===== config.mk =====
export PLATFORM = sky130hd
export DESIGN_NAME = prbs_gen
export DESIGN_NICKNAME = d
export VERILOG_FILES = /design/src/rtl/prbs_pkg.sv /design/src/rtl/prbs_advance.sv /design/src/rtl/prbs_gen.sv
export SDC_FILE = /design/constraint.sdc
export NUM_CORES = 1
export LEC_CHECK = 0
export ABC_AREA = 1
export BUFFER_PORTS_ARGS = -buffer_cell sky130_fd_sc_hd__buf_2
export CELL_PAD_IN_SITES_DETAIL_PLACEMENT = 1
export CELL_PAD_IN_SITES_GLOBAL_PLACEMENT = 1
export CORE_MARGIN = 2
export CORE_UTILIZATION = 34
export CTS_BUF_LIST = sky130_fd_sc_hd__clkbuf_8
export CTS_CLUSTER_DIAMETER = 80
export CTS_CLUSTER_SIZE = 20
export DETAILED_ROUTE_END_ITERATION = 7
export GPL_TIMING_DRIVEN = 0
export PLACE_DENSITY = 0.81
export RECOVER_POWER = 100
export SYNTH_ARGS = -nofsm -noshare
export SYNTH_HDL_FRONTEND = slang
export SYNTH_SLANG_ARGS = --single-unit

===== constraint.sdc =====
create_clock -name clk_i -period 1.6 [get_ports clk_i]
set_input_delay 0.16 -clock clk_i [delete_from_list [all_inputs] [get_ports clk_i]]
set_output_delay 0.16 -clock clk_i [all_outputs]
set_load 0.01 [all_outputs]

===== src/rtl/prbs_pkg.sv =====
// Shared PRBS definitions: polynomial select encoding, degree/tap constants and
// the per-polynomial state mask used by the generator and its unroll network.
package prbs_pkg;

    localparam int LFSR_MAXW = 31;

    typedef enum logic [1:0] {
        PRBS7  = 2'd0,
        PRBS9  = 2'd1,
        PRBS15 = 2'd2,
        PRBS31 = 2'd3
    } mode_e;

    // Degree n and feedback tap t for x^n + x^t + 1
    localparam int DEG7  = 7;
    localparam int TAP7  = 6;
    localparam int DEG9  = 9;
    localparam int TAP9  = 5;
    localparam int DEG15 = 15;
    localparam int TAP15 = 14;
    localparam int DEG31 = 31;
    localparam int TAP31 = 28;

    function automatic logic [LFSR_MAXW-1:0] lfsr_mask(input mode_e m);
        logic [LFSR_MAXW-1:0] msk;
        case (m)
            PRBS7:   msk = 31'h0000_007F;
            PRBS9:   msk = 31'h0000_01FF;
            PRBS15:  msk = 31'h0000_7FFF;
            default: msk = 31'h7FFF_FFFF;
        endcase
        return msk;
    endfunction

endpackage


===== src/rtl/prbs_advance.sv =====
// Combinational unroll of DATA_W LFSR steps: emits the raw pattern word (oldest bit
// in the MSB) and the state after the last step. No registers, no handshake.
module prbs_advance
    import prbs_pkg::*;
#(
    parameter int DATA_W = 8
) (
    input  logic [LFSR_MAXW-1:0] i_state,
    input  mode_e                i_mode,
    output logic [LFSR_MAXW-1:0] o_next,
    output logic [DATA_W-1:0]    o_word
);

    always_comb begin
        logic [LFSR_MAXW-1:0] s;
        logic [DATA_W-1:0]    word;
        logic                 msb;
        logic                 fb;
        s    = i_state;
        word = '0;
        msb  = 1'b0;
        fb   = 1'b0;
        for (int k = 0; k < DATA_W; k++) begin
            case (i_mode)
                PRBS7:   begin msb = s[DEG7-1];  fb = s[DEG7-1]  ^ s[TAP7-1];  end
                PRBS9:   begin msb = s[DEG9-1];  fb = s[DEG9-1]  ^ s[TAP9-1];  end
                PRBS15:  begin msb = s[DEG15-1]; fb = s[DEG15-1] ^ s[TAP15-1]; end
                default: begin msb = s[DEG31-1]; fb = s[DEG31-1] ^ s[TAP31-1]; end
            endcase
            // Shifting left each step leaves the first-emitted bit in the word MSB
            word = word << 1;
            word[0] = msb;
            s = {s[LFSR_MAXW-2:0], fb} & lfsr_mask(i_mode);
        end
        o_next = s;
        o_word = word;
    end

endmodule


===== src/rtl/prbs_gen.sv =====
// Multi-polynomial PRBS source on a valid/ready stream; first word valid one cycle after load/enable.
// Backpressure holds valid, data, state and counter until ready; load aborts the current word.
module prbs_gen
    import prbs_pkg::*;
#(
    parameter int DATA_W = 8,
    parameter int CNT_W  = 16
) (
    input  logic                 clk_i,
    input  logic                 rst_ni,
    input  logic [1:0]           mode_i,
    input  logic [LFSR_MAXW-1:0] seed_i,
    input  logic                 load_i,
    input  logic                 en_i,
    input  logic                 ready_i,
    input  logic                 inj_err_i,
    output logic                 valid_o,
    output logic [DATA_W-1:0]    data_o,
    output logic [CNT_W-1:0]     word_cnt_o,
    output logic [LFSR_MAXW-1:0] state_o
);

    mode_e                r_mode;
    logic [LFSR_MAXW-1:0] r_state;
    logic                 r_valid;
    logic [CNT_W-1:0]     r_cnt;
    logic                 r_err_pend;

    mode_e                w_mode_in;
    logic [LFSR_MAXW-1:0] w_seed_msk;
    logic [LFSR_MAXW-1:0] w_seed_state;
    logic [LFSR_MAXW-1:0] w_next;
    logic [DATA_W-1:0]    w_word;
    logic                 w_xfer;

    // A handshake in the load cycle is swallowed: the word is not consumed
    assign w_xfer       = r_valid & ready_i & ~load_i;
    assign w_mode_in    = mode_e'(mode_i);
    assign w_seed_msk   = seed_i & lfsr_mask(w_mode_in);
    assign w_seed_state = (w_seed_msk == '0) ? lfsr_mask(w_mode_in) : w_seed_msk;

    prbs_advance #(
        .DATA_W (DATA_W)
    ) u_advance (
        .i_state (r_state),
        .i_mode  (r_mode),
        .o_next  (w_next),
        .o_word  (w_word)
    );

    always_ff @(posedge clk_i or negedge rst_ni) begin
        if (!rst_ni) begin
            r_mode     <= PRBS7;
            r_state    <= lfsr_mask(PRBS7);
            r_valid    <= 1'b0;
            r_cnt      <= '0;
            r_err_pend <= 1'b0;
        end else begin
            r_err_pend <= inj_err_i | (r_err_pend & ~w_xfer);
            if (load_i) begin
                r_mode  <= w_mode_in;
                r_state <= w_seed_state;
                r_cnt   <= '0;
                r_valid <= 1'b0;
            end else begin
                if (w_xfer) begin
                    r_state <= w_next;
                    r_cnt   <= r_cnt + CNT_W'(1);
                end
                if (!r_valid || ready_i) begin
                    r_valid <= en_i;
                end
            end
        end
    end

    assign valid_o    = r_valid;
    assign data_o     = w_word ^ DATA_W'(r_err_pend);
    assign word_cnt_o = r_cnt;
    assign state_o    = r_state;

endmodule


* After elaboration in Yosys (flattened, before gate mapping) *
Cells that the tools add are included.

storage, ports and cells
  bits in registers = 51
  input port bits = 39
  output and inout port bits = 56
  logic and storage cells = 90

operators by class
  add/subtract/negate cells = 1
  equality and inequality tests = 4
  multiplexer cells = 25
  bitwise operators = 48
  reduce and logical (&&, ||, !) cells = 7

operators with widths
  cell                                                                    number
  31-bit AND                                                              9
  31-bit case mux with 3 select lines                                     2
  31-bit two-way mux                                                      3
  1-bit case mux with 3 select lines                                      16
  16-bit two-way mux                                                      2
  1-bit XOR                                                               32
  31-bit zero test                                                        1
  16-bit by 1-bit adder with 16-bit output (second input constant)        1
  8-bit by 1-bit XOR with 8-bit output                                    1
  2-bit by 1-bit equality test with 1-bit output (second input constant)  2
  2-bit equality test (second input constant)                             2
  2-bit zero test                                                         2
  2-bit nonzero test                                                      2
  1-bit AND                                                               3
  1-bit two-way mux                                                       2
  1-bit NOT                                                               2
  1-bit zero test                                                         1
  1-bit logical OR                                                        1
  1-bit bitwise OR                                                        1

* Longest topological paths before layout *
Gate-level depths: netlist (run 1).

  depth in word-level cells = 26
  gate-level depth with buffers = 13
  gate-level depth less buffers = 13

* By module *
A second synthesis (run 1) with hierarchy kept.

second synthesis, totals
  cell total of the unflattened synthesis = 649
  area total of the unflattened synthesis = 3913.8 um^2

modules (own cells, without submodules)
  module        instances  cells an instance  area each (um^2)  seq. area each (um^2)
  prbs_gen      1          429                2909.0            1285.0
  prbs_advance  1          220                1004.7            0.0

* Worst setup path after synthesis (run 1) *
OpenSTA, ideal clock, no wires.

  path type = reg-to-reg
  start = register r_cnt[0], in the netlist word_cnt_o[0]
  end = register r_cnt[10], in the netlist word_cnt_o[10]
  library setup time = 0.117 ns
  arrival time = 1.443 ns
  required time = 1.483 ns
  setup slack = 0.040 ns
  stages on the path, launching flop included = 11
  buffers on the path = 0
  clock period less this slack = 1.560 ns
  path through = dfrtp_1 ha_1 nand3_1 nor3_2 nand2_1 nor2_1 nand2_1 nor2_1 nand2_1 nor2_1 nor2_1

between the ends
  word-level cells in the longest chain between the ends = 3

ends and longest elaborated chain
  item                                      line            text
  from (decl)                               prbs_gen.sv:26  logic [CNT_W-1:0] r_cnt;
  from (signal assigned)                    prbs_gen.sv:68  r_cnt <= r_cnt + CNT_W'(1);
  16-bit by 1-bit adder with 16-bit output  prbs_gen.sv:68
  16-bit two-way mux                        prbs_gen.sv:66  if (w_xfer) begin
  16-bit two-way mux                        prbs_gen.sv:60  if (load_i) begin

Every way passes these cells. The select of a mux whose other input is x is not followed.
A chain may end at the register's enable or synchronous reset.

* Worst setup path after layout (run 1) *
  start = register r_mode[1]
  end = output data_o[4]

between the ends
  word-level cells in the longest chain between the ends = 7
  elaborated cells on any way between the ends = 9
  classes of those cells = 2 x eq/ne; 2 x mux; 4 x bitwise; 1 x reduce/logical

ends and longest elaborated chain
  item                                         line                                text
  from (decl)                                  prbs_gen.sv:23                      mode_e r_mode;
  from (signal assigned)                       prbs_gen.sv:61                      r_mode <= w_mode_in;
  2-bit equality test (tied with other cells)  prbs_pkg.sv:26, prbs_advance.sv:24
  31-bit case mux with 3 select lines          prbs_pkg.sv:26                      case (m)
  31-bit AND (3 in series)                     prbs_advance.sv:33                  s = {s[LFSR_MAXW-2:0], fb} & lfsr_mask(i_mode);
  1-bit case mux with 3 select lines (*)       prbs_advance.sv:24                  case (i_mode)
  8-bit by 1-bit XOR with 8-bit output (*)     prbs_gen.sv:78                      assign data_o = w_word ^ DATA_W'(r_err_pend);
  to (decl)                                    prbs_gen.sv:18                      output logic [DATA_W-1:0] data_o,

Mark *: on every way between the ends. The rest lies on a longest branch, timed or not.

==> impl_metrics.toml, run 1 <==
[outcome]
status = "finished with violations"
failed_checks = "setup timing"

[synth]
yosys_register_bits = 51
synth_most_common_cell = "nand2_1"
syn-instance-count = 557
avgSynthCellArea_um2 = 6.57
synthFlopType = "dfrtp_1"
synthXorXnorAreaFrac_pct = 1.20
synthesis.area_um2 = 3660
synth.area.mux_share_pct = 0
synthTopCellsByCount = "153 x nand2_1, 83 x inv_1, 50 x nor2_1, 45 x o21ai_0, 44 x dfrtp_1"
synth_compound_area_share_pct = 20.1
syn-num-nets = 597
synth_fa_ha_area_share_pct = 0.342
synth_top_family_by_area = "simple AND/OR/NAND/NOR gates"
synth_warnings = 0
yosys.area_share.simple_pct = 31.9
synth_top_area_share_pct = 30.1
synth-async-reset-ratio_pct = 100
yosysTopAreaCell = "dfrtp_1"
synth_cell_types = 39
synth_area_leaders = "dfrtp_1 30%, nand2_1 16%, inv_1 8.5%, o21ai_0 6.1%, a21oi_1 5.5%"
synth-edff-count = 0
ys_seq_area_share_pct = 35.1

[routing]
viasPerCell = 5.40
drt_iter0_markers = 217
postRouteAntennaNets = 0
wl_per_cell_um = 19.0
wirelength_um = 15900
drc = 0
first_pass_iters = 5
num_vias = 4533

[setup_path]
worstSetupPathType = "reg2out"
critPathMaxFanout = 6
end_kind = "primary output"
worstSetupStartpointType = "flip-flop"
worst_ep_required_time_ns = 1.44
worstPathArrival_ns = 1.65

[global_route]
grt_pass1_vias = 4360
globalRoute.totalOverflow = 0
antenna_found_initial = 0
grt_max_degree = 52
grt_usage_pct = 26.4
grt_pass1_wl_um = 23700

[floorplan]
start_util_pct = 35.3
die_x_um = 108
die_h_um = 108
core_um2 = 10400
pin_count = 95
num_rows = 37
die-area_um2 = 11600

[timing]
period_minus_slack_ns = 1.81
worst_slack_ns = -0.212
slew_headroom_pct = 12.5
skew_ns = 0.0119
timing.fmax_ghz = 0.552
worst_pin_slew_ns = 1.31
maxSlewViolCount = 0
setup_viol = 17
rsz0062_at_grt = "true"
finalHoldViolCount = 0
finalCritPeriodShare_pct = 113
timing.hold.ws_ns = 0.0326
tns_ns = -2.05

[power_and_ir_drop]
p_comb_share_pct = 36.8
vdd_drop_max_mv = 0.356
p_int_mw = 2.17
power_frac_clock_pct = 20.3
seq_power_share_pct = 42.9
p_sw_share_pct = 39.0
p_sw_mw = 1.39
power_density_nw_per_um2 = 703
cellLeakagePower_nw = 2.55
power_mw = 3.57

[final_layout]
synthToLayoutAreaGrowth_pct = 38.5
layout.nets = 743
drive_gt1_share_pct = 33.1
num_antenna_cells = 0
utilization_pct = 48.9
fin_area_um2 = 5070

[clock_tree]
cts_max_path_buffers = 2
cts.sinks = 51
path_clk_slew_ns = 0.10
cts_max_level = 2
cts_buffers = 5
cts_tree = "done"
clk_latency_ns = 0.31
cts_root_buffer = "clkbuf_8"

[place]
hpwlAfterDp_um = 11500
place_area_um2 = 4300
gp_congestion = 0.979
numPortBuffers = 93

[hold_path]
hold_class = "in2reg"

[flow_run]
max-cap-violations = 0
cell families (layout without fill, tap and decap cells):
group                      count (synthesis)  in the layout
AOI/OAI and AO/OA                        126            126
DFF                                       51             51
buffers and inverters                    102            249
adders and majority gates                  1              1
and+or+nand+nor                          272            272
xor gates and xnor gates                   5              5
worst paths after layout:
check	from	to	slack (ns)	depth (start not counted)
setup / recovery	r_mode[1]$_DFFE_PN0P_	data_o[4]	-0.21	5
hold / removal	inj_err_i	r_err_pend$_DFF_PN0_	0.03	2
setup reg to reg	r_mode[1]$_DFFE_PN0P_	state_o[1]$_DFFE_PN1P_	-0.17	11
hold reg to reg	r_err_pend$_DFF_PN0_	r_err_pend$_DFF_PN0_	0.51	1
max in group asynchronous	rst_ni	state_o[7]$_DFFE_PN0P_	0.58	1
min in group asynchronous	rst_ni	word_cnt_o[8]$_DFFE_PN0P_	0.12	1
worst max-delay path: stages (launching register included):
cell	delay [ns]
dfrtp_2	0.50
nand2_2	0.14
buf_4	0.11
nor2_1	0.06
a2111o_1	0.39
buf_2	0.14
per-layer routing:
metal / global-route usage (%) / vias to the layer above / routed length [um]
li1: - / 2126 / -
met1: 37.9 / 2190 / 7040
met2: 42.0 / 188 / 7510
met3: 3.87 / 29 / 1020
met4: 5.77 / 0 / 363
met5: 0 / - / 0
sequential cells by signal (all words and copies together), names as in the netlist:
name,count
r_err_pend,1
r_mode,2
state_o,31
valid_o,1
word_cnt_o,16
timing repair:
action,in CTS,in global routing
hold buffers,0,0
setup endpoints to repair,44,28
buffers inserted,29,17
pin swaps,16,14
resized for setup,63,55
cloned,0,0
power groups by stage:
stage          Combinational (mW)  Sequential (mW)  Clock, mW
2_1_floorplan               0.537             1.54          0
3_3_place_gp                0.954             1.55          0
3_5_place_dp                0.976             1.56          0
4_1_cts                      1.16             1.52      0.738
5_1_grt                      1.42             1.54      0.799
6_report                     1.31             1.53      0.723
area by class of cell:
cell class / instances / area [um2]
clock buffer: 5 / 68.8
multi-input combinational: 404 / 2250
fill: 1421 / 5300
buffer: 18 / 136
sequential: 51 / 1290
clock inverter: 3 / 12.5
inverter: 84 / 334
timing repair buffer: 139 / 802
tap: 136 / 170
per-stage QoR:
stage	worst slack, ns	instances
3_5_place_dp	-0.341	786
5_1_grt	-0.271	840
3_3_place_gp	-0.385	786
6_report	-0.212	840
4_1_cts	-0.194	823
2_1_floorplan	0.0401	557
layout by cell type, fill, tap and decap left out, types with 3 or more instances in the layout:
cell,count
inv_2,9
o21ai_2,8
clkbuf_1,23
inv_4,3
nand2_2,8
clkbuf_4,4
clkinvlp_4,3
nor3_1,4
nor2_1,44
a22oi_1,8
o21ai_1,17
inv_1,71
xor2_1,3
a21oi_2,6
nand2_1,144
nor2_2,4
dfrtp_2,7
a21oi_1,38
o22ai_2,4
o211ai_1,3
nand4_1,16
dfrtp_1,37
o21ai_0,29
nand2_4,3
buf_6,8
dfstp_2,7
nand3_1,24
buf_4,41
nor3_2,4
nor2_4,8
nand3_2,5
buf_2,78
clkbuf_8,6
Power figures use the tool's default switching activity.
==> run 2: changes to the inputs <==
CORE_MARGIN = not set   (was 2)
CORE_UTILIZATION = 38   (was 34)
PLACE_DENSITY = 0.85   (was 0.81)
SKIP_LAST_GASP = 1   (was not set)
clock period = 1.75 ns   (was 1.6 ns; I/O delays follow)
==> impl_metrics.toml, run 2 (synthesis results as in run 1) <==
[outcome]
status = "finished with violations"
failed_checks = "setup timing"

[setup_path]
reg2reg_setup_slack_ns = -0.10
worstSetupPathType = "reg2out"
reg2reg_to = "word_cnt_o[9]$_DFFE_PN0P_"
critPathMaxStageDelay_ns = 0.48
end_kind = "primary output"
path_delay_family = "flip-flops"
r2r_cells = 11
critPathSlowestCell = "dfrtp_2"
critPathMaxFanout = 6
worstPathArrival_ns = 1.71
path_buf_inv = 2
worstSetupStartpointType = "flip-flop"
worst_ep_required_time_ns = 1.57
path_cells = "buf_6 -> nor2_4 -> nand2_1 -> o2111ai_2 -> xor2_1 -> buf_2"
r2r_start = "word_cnt_o[0]$_DFFE_PN0P_"

[clock_tree]
cts_max_level = 2
cts_tree = "done"
cts_max_path_buffers = 2
path_clk_slew_ns = 0.10
clk_latency_ns = 0.31
ctsHoldBuffers = 0
cts_buffers = 5
cts_root_buffer = "clkbuf_8"
cts.sinks = 51

[floorplan]
die_x_um = 100
pin_count = 95
core_um2 = 9280
num_rows = 35
die-area_um2 = 10000
die_h_um = 100
start_util_pct = 39.4

[hold_path]
hold_path_depth = 2
hold_class = "in2reg"
min_from = "inj_err_i"
min_to = "r_err_pend$_DFF_PN0_"

[place]
dp_slack_ns = -0.223
hpwlAfterDp_um = 11200
numPortBuffers = 93
place_area_um2 = 4290
gp_congestion = 0.976

[routing]
wirelength_um = 15700
num_vias = 4560
first_pass_iters = 4
postRouteAntennaNets = 0
viasPerCell = 5.53
wl_per_cell_um = 19.1
drt_iter0_markers = 279
drc = 0

[final_layout]
fin_area_um2 = 4900
layout.nets = 735
drive_gt1_share_pct = 26.9
largest_reg_flops = 31
final_cell_mix = "142 x nand2_1, 76 x inv_1, 59 x buf_2"
layout_commonest_cell = "nand2_1"
utilization_pct = 52.8
synthToLayoutAreaGrowth_pct = 33.8
num_antenna_cells = 0

[timing]
timing.fmax_ghz = 0.530
slew_headroom_pct = 11.6
worst_pin_slew_ns = 1.33
finalCritPeriodShare_pct = 108
timing.hold.ws_ns = 0.0496
skew_ns = 0.0148
worst_slack_ns = -0.136
maxSlewViolCount = 0
setup_viol = 22
rsz0062_at_grt = "true"
period_minus_slack_ns = 1.89
finalHoldViolCount = 0

[global_route]
grt_usage_pct = 31.2
antenna_found_initial = 0
grt_pass1_wl_um = 24200
globalRoute.totalOverflow = 0
grt_pass1_vias = 4504
grt_max_degree = 52

[flow_run]
max-cap-violations = 0

[power_and_ir_drop]
cellLeakagePower_nw = 2.39
vdd_drop_max_mv = 0.428
power_mw = 3.22
power_density_nw_per_um2 = 657
==> run 2: cell types whose count changed in the layout (fill, tap and decap cells not counted), moves of 4 or more <==
cell      before  now
clkbuf_1      23   44
buf_2         78   59
o21ai_0       29   40
buf_4         41   31
o21ai_1       17    8
dfrtp_1       37   42
dfrtp_2        7    2
inv_1         71   76
inv_2          9    5
==> run 2: metrics by stage <==
stage	std cells	setup TNS [ns]
detailed placement	779	-4.58
global placement	779	-3.88
CTS	811	-0.682
finish	825	-1.28
global route	825	-5.01
floorplan	557	0
==> run 2: timing repair <==
item	in CTS	in global routing
pin swaps	10	22
endpoints found under the setup margin	37	27
buffers inserted	24	15
endpoints found under the hold margin	0	0
gates resized for setup	42	45
==> run 2: routing by layer <==
metal  up-vias  global-route usage (%)  share of wire (%)
li1       2099                       -                  -
met1      2248                    43.8                 45
met2       177                    49.2                 47
met3        36                    4.25                5.7
met4         0                    11.6                3.0
met5         -                       0                  0
==> run 2: where the power goes <==
| part | total (mW) | switching [mW] | leakage (nW) | internal, mW |
|---|---|---|---|---|
| clock | 0.686 | 0.410 | 0.0453 | 0.275 |
| sequential | 1.40 | 0.135 | 0.654 | 1.27 |
| combinational | 1.13 | 0.727 | 1.69 | 0.403 |
==> run 2: area by class of cell <==
class	count	area [um2]
Clock inverter	3	16.3
Clock buffer	5	68.8
Buffer	18	123
Sequential cell	51	1290
Tap cell	129	161
Multi-Input combinational cell	404	2190
Timing Repair Buffer	131	731
Inverter	84	324
Fill cell	1299	4390
==> run 2: how the worst max path moves through the flow <==
stage	startpoint	endpoint	slack, ns	cells past startpoint
final	r_mode[0]$_DFFE_PN0P_	data_o[0]	-0.14	6
after global routing	word_cnt_o[0]$_DFFE_PN0P_	word_cnt_o[9]$_DFFE_PN0P_	-0.23	11
after CTS	r_mode[0]$_DFFE_PN0P_	data_o[0]	-0.11	6
after detailed placement	r_mode[1]$_DFFE_PN0P_	state_o[0]$_DFFE_PN1P_	-0.22	10
after global placement	r_mode[1]$_DFFE_PN0P_	state_o[1]$_DFFE_PN1P_	-0.24	9
after floorplan	word_cnt_o[0]$_DFFE_PN0P_	word_cnt_o[10]$_DFFE_PN0P_	0.19	10
==> run 3: changes to the inputs <==
CORE_ASPECT_RATIO = 1.5   (was not set)
GPL_TIMING_DRIVEN = not set   (was 0)
MAX_ROUTING_LAYER = met4   (was not set)
==> impl_metrics.toml, run 3 (synthesis results as in run 1) <==
[hold_path]
min_to = "r_err_pend$_DFF_PN0_"
min_from = "inj_err_i"
hold_class = "in2reg"
hold_path_depth = 2

[flow_run]
max-cap-violations = 0

[floorplan]
die_h_um = 122
pin_count = 95
start_util_pct = 39.3
num_rows = 43
die_x_um = 82.2
die-area_um2 = 10000
core_um2 = 9310

[timing]
setup_viol = 14
worst_pin_slew_ns = 1.33
period_minus_slack_ns = 1.96
maxSlewViolCount = 0
skew_ns = 0.00833
slew_headroom_pct = 11.1
finalCritPeriodShare_pct = 112
timing.fmax_ghz = 0.509
finalHoldViolCount = 0
worst_slack_ns = -0.213
rsz0062_at_grt = "true"

[setup_path]
worstPathArrival_ns = 1.79
path_buf_inv = 4
path_delay_family = "buffers and inverters"
worstSetupPathType = "reg2out"
critPathMaxStageDelay_ns = 0.48
end_kind = "primary output"
worstSetupStartpointType = "flip-flop"
reg2reg_to = "state_o[1]$_DFFE_PN1P_"
path_cells = "inv_4 -> nor2_4 -> buf_6 -> clkinvlp_4 -> o22ai_1 -> a21oi_1 -> o21ai_0 -> buf_2"
r2r_start = "r_mode[1]$_DFFE_PN0P_"
worst_ep_required_time_ns = 1.57
critPathMaxFanout = 7
reg2reg_setup_slack_ns = -0.15
path_depth = 8
critPathSlowestCell = "dfrtp_2"
crit_start = "r_mode[1]$_DFFE_PN0P_"
r2r_cells = 13

[power_and_ir_drop]
vdd_drop_max_mv = 0.373
power_density_nw_per_um2 = 683
cellLeakagePower_nw = 2.73

[clock_tree]
cts_max_level = 2
cts_tree = "done"
path_clk_slew_ns = 0.10
cts.sinks = 51
cts_root_buffer = "clkbuf_8"
clk_latency_ns = 0.32
cts_max_path_buffers = 2
cts_buffers = 5

[place]
place_area_um2 = 4710
dp_slack_ns = -0.172
gp_congestion = 0.940
hpwlAfterDp_um = 12700
placed_cells = 813
numPortBuffers = 94

[routing]
wirelength_um = 16200
num_vias = 4617
viasPerCell = 5.50
drt_iter0_markers = 239
postRouteAntennaNets = 0
wl_per_cell_um = 19.4
drc = 0
first_pass_iters = 4

[final_layout]
layout.nets = 766
final_cell_mix = "146 x nand2_1, 94 x buf_2, 80 x inv_1"
fin_area_um2 = 5150
layout_commonest_cell = "nand2_1"
drive_gt1_share_pct = 34.1
synthToLayoutAreaGrowth_pct = 40.6
fin_cells = 839
largest_reg_flops = 31
num_antenna_cells = 0

[global_route]
grt_pass1_wl_um = 24600
globalRoute.totalOverflow = 0
grt_usage_pct = 34.4
antenna_found_initial = 0
grt_pass1_vias = 4829
grt_max_degree = 52

[outcome]
status = "finished with violations"
failed_checks = "setup timing"
## run 3: cell count changes in the layout (fill, tap and decap cells not counted), sizes merged
cell         previous run  this run
buf                    99       177
clkbuf                 55         8
clkinvlp                4         1
bufinv                  0         1
dlygate4sd3             0         1
inv                    82        83
## run 3: metrics by stage
step / hold WS [ns] / TNS [ns] / util, % / total power [mW]
after floorplan: -0.121 / 0 / - / 1.90
after global placement: 0.188 / -0.106 / 50.6 / 2.49
after detailed placement: 0.196 / -0.464 / 50.6 / 2.52
after CTS: 0.0358 / -1.45 / 53.7 / 3.48
after global routing: 0.0440 / -6.71 / 55.3 / 3.68
final: 0.0344 / -1.82 / 55.3 / 3.52
## run 3: report_power, final
group	internal (mW)	switching, mW	total, mW
logic	0.511	0.739	1.25
registers	1.27	0.118	1.39
clock network	0.463	0.416	0.879
## run 3: area by class of cell
| class | count | area, um2 |
|---|---|---|
| multi-input combinational | 404 | 2130 |
| sequential | 51 | 1290 |
| inverter | 84 | 324 |
| clock inverter | 2 | 35.0 |
| clock buffer | 6 | 82.6 |
| timing repair buffer | 180 | 1150 |
| tap | 112 | 140 |
| fill | 1249 | 4160 |
## run 3: metal layers
metal | routed length [um] | global-route usage [%] | part of all wire (%) | up-vias
met1 | 5650 | 34.0 | 35 | 2241
met5 | 0 | - | 0 | -
met3 | 694 | 5.58 | 4.3 | 62
met2 | 8950 | 60.5 | 55 | 157
met4 | 952 | 22.6 | 5.9 | 0
li1 | - | - | - | 2157
## run 3: worst max path at each step
stage | slack, ns | endpoint
detailed placement | -0.17 | state_o[0]$_DFFE_PN1P_
global placement | -0.11 | state_o[0]$_DFFE_PN1P_
global route | -0.32 | data_o[7]
finish | -0.21 | data_o[7]
CTS | -0.18 | data_o[3]
floorplan | 0.19 | word_cnt_o[10]$_DFFE_PN0P_
## run 3: worst register-to-register path, cell delays in order, from the launching register on
cell and delay [ns]:
dfrtp_2 0.49, buf_4 0.16, buf_4 0.13, nor2_4 0.11, buf_6 0.13, nand3_1 0.09, nand2_2 0.08, nor2_1 0.05
nor2_1 0.14, buf_4 0.16, nand3_1 0.08, nand4_1 0.11, nand2_1 0.07, nand2_1 0.06
## run 3: what timing repair did
| action | CTS | global route |
|---|---|---|
| hold buffers | 1 | 0 |
| pin swaps | 4 | 12 |
| endpoints found under the hold margin | 44 | 0 |
| setup buffers | 9 | 8 |
| setup endpoints to repair | 11 | 18 |
| gates resized for setup | 26 | 28 |
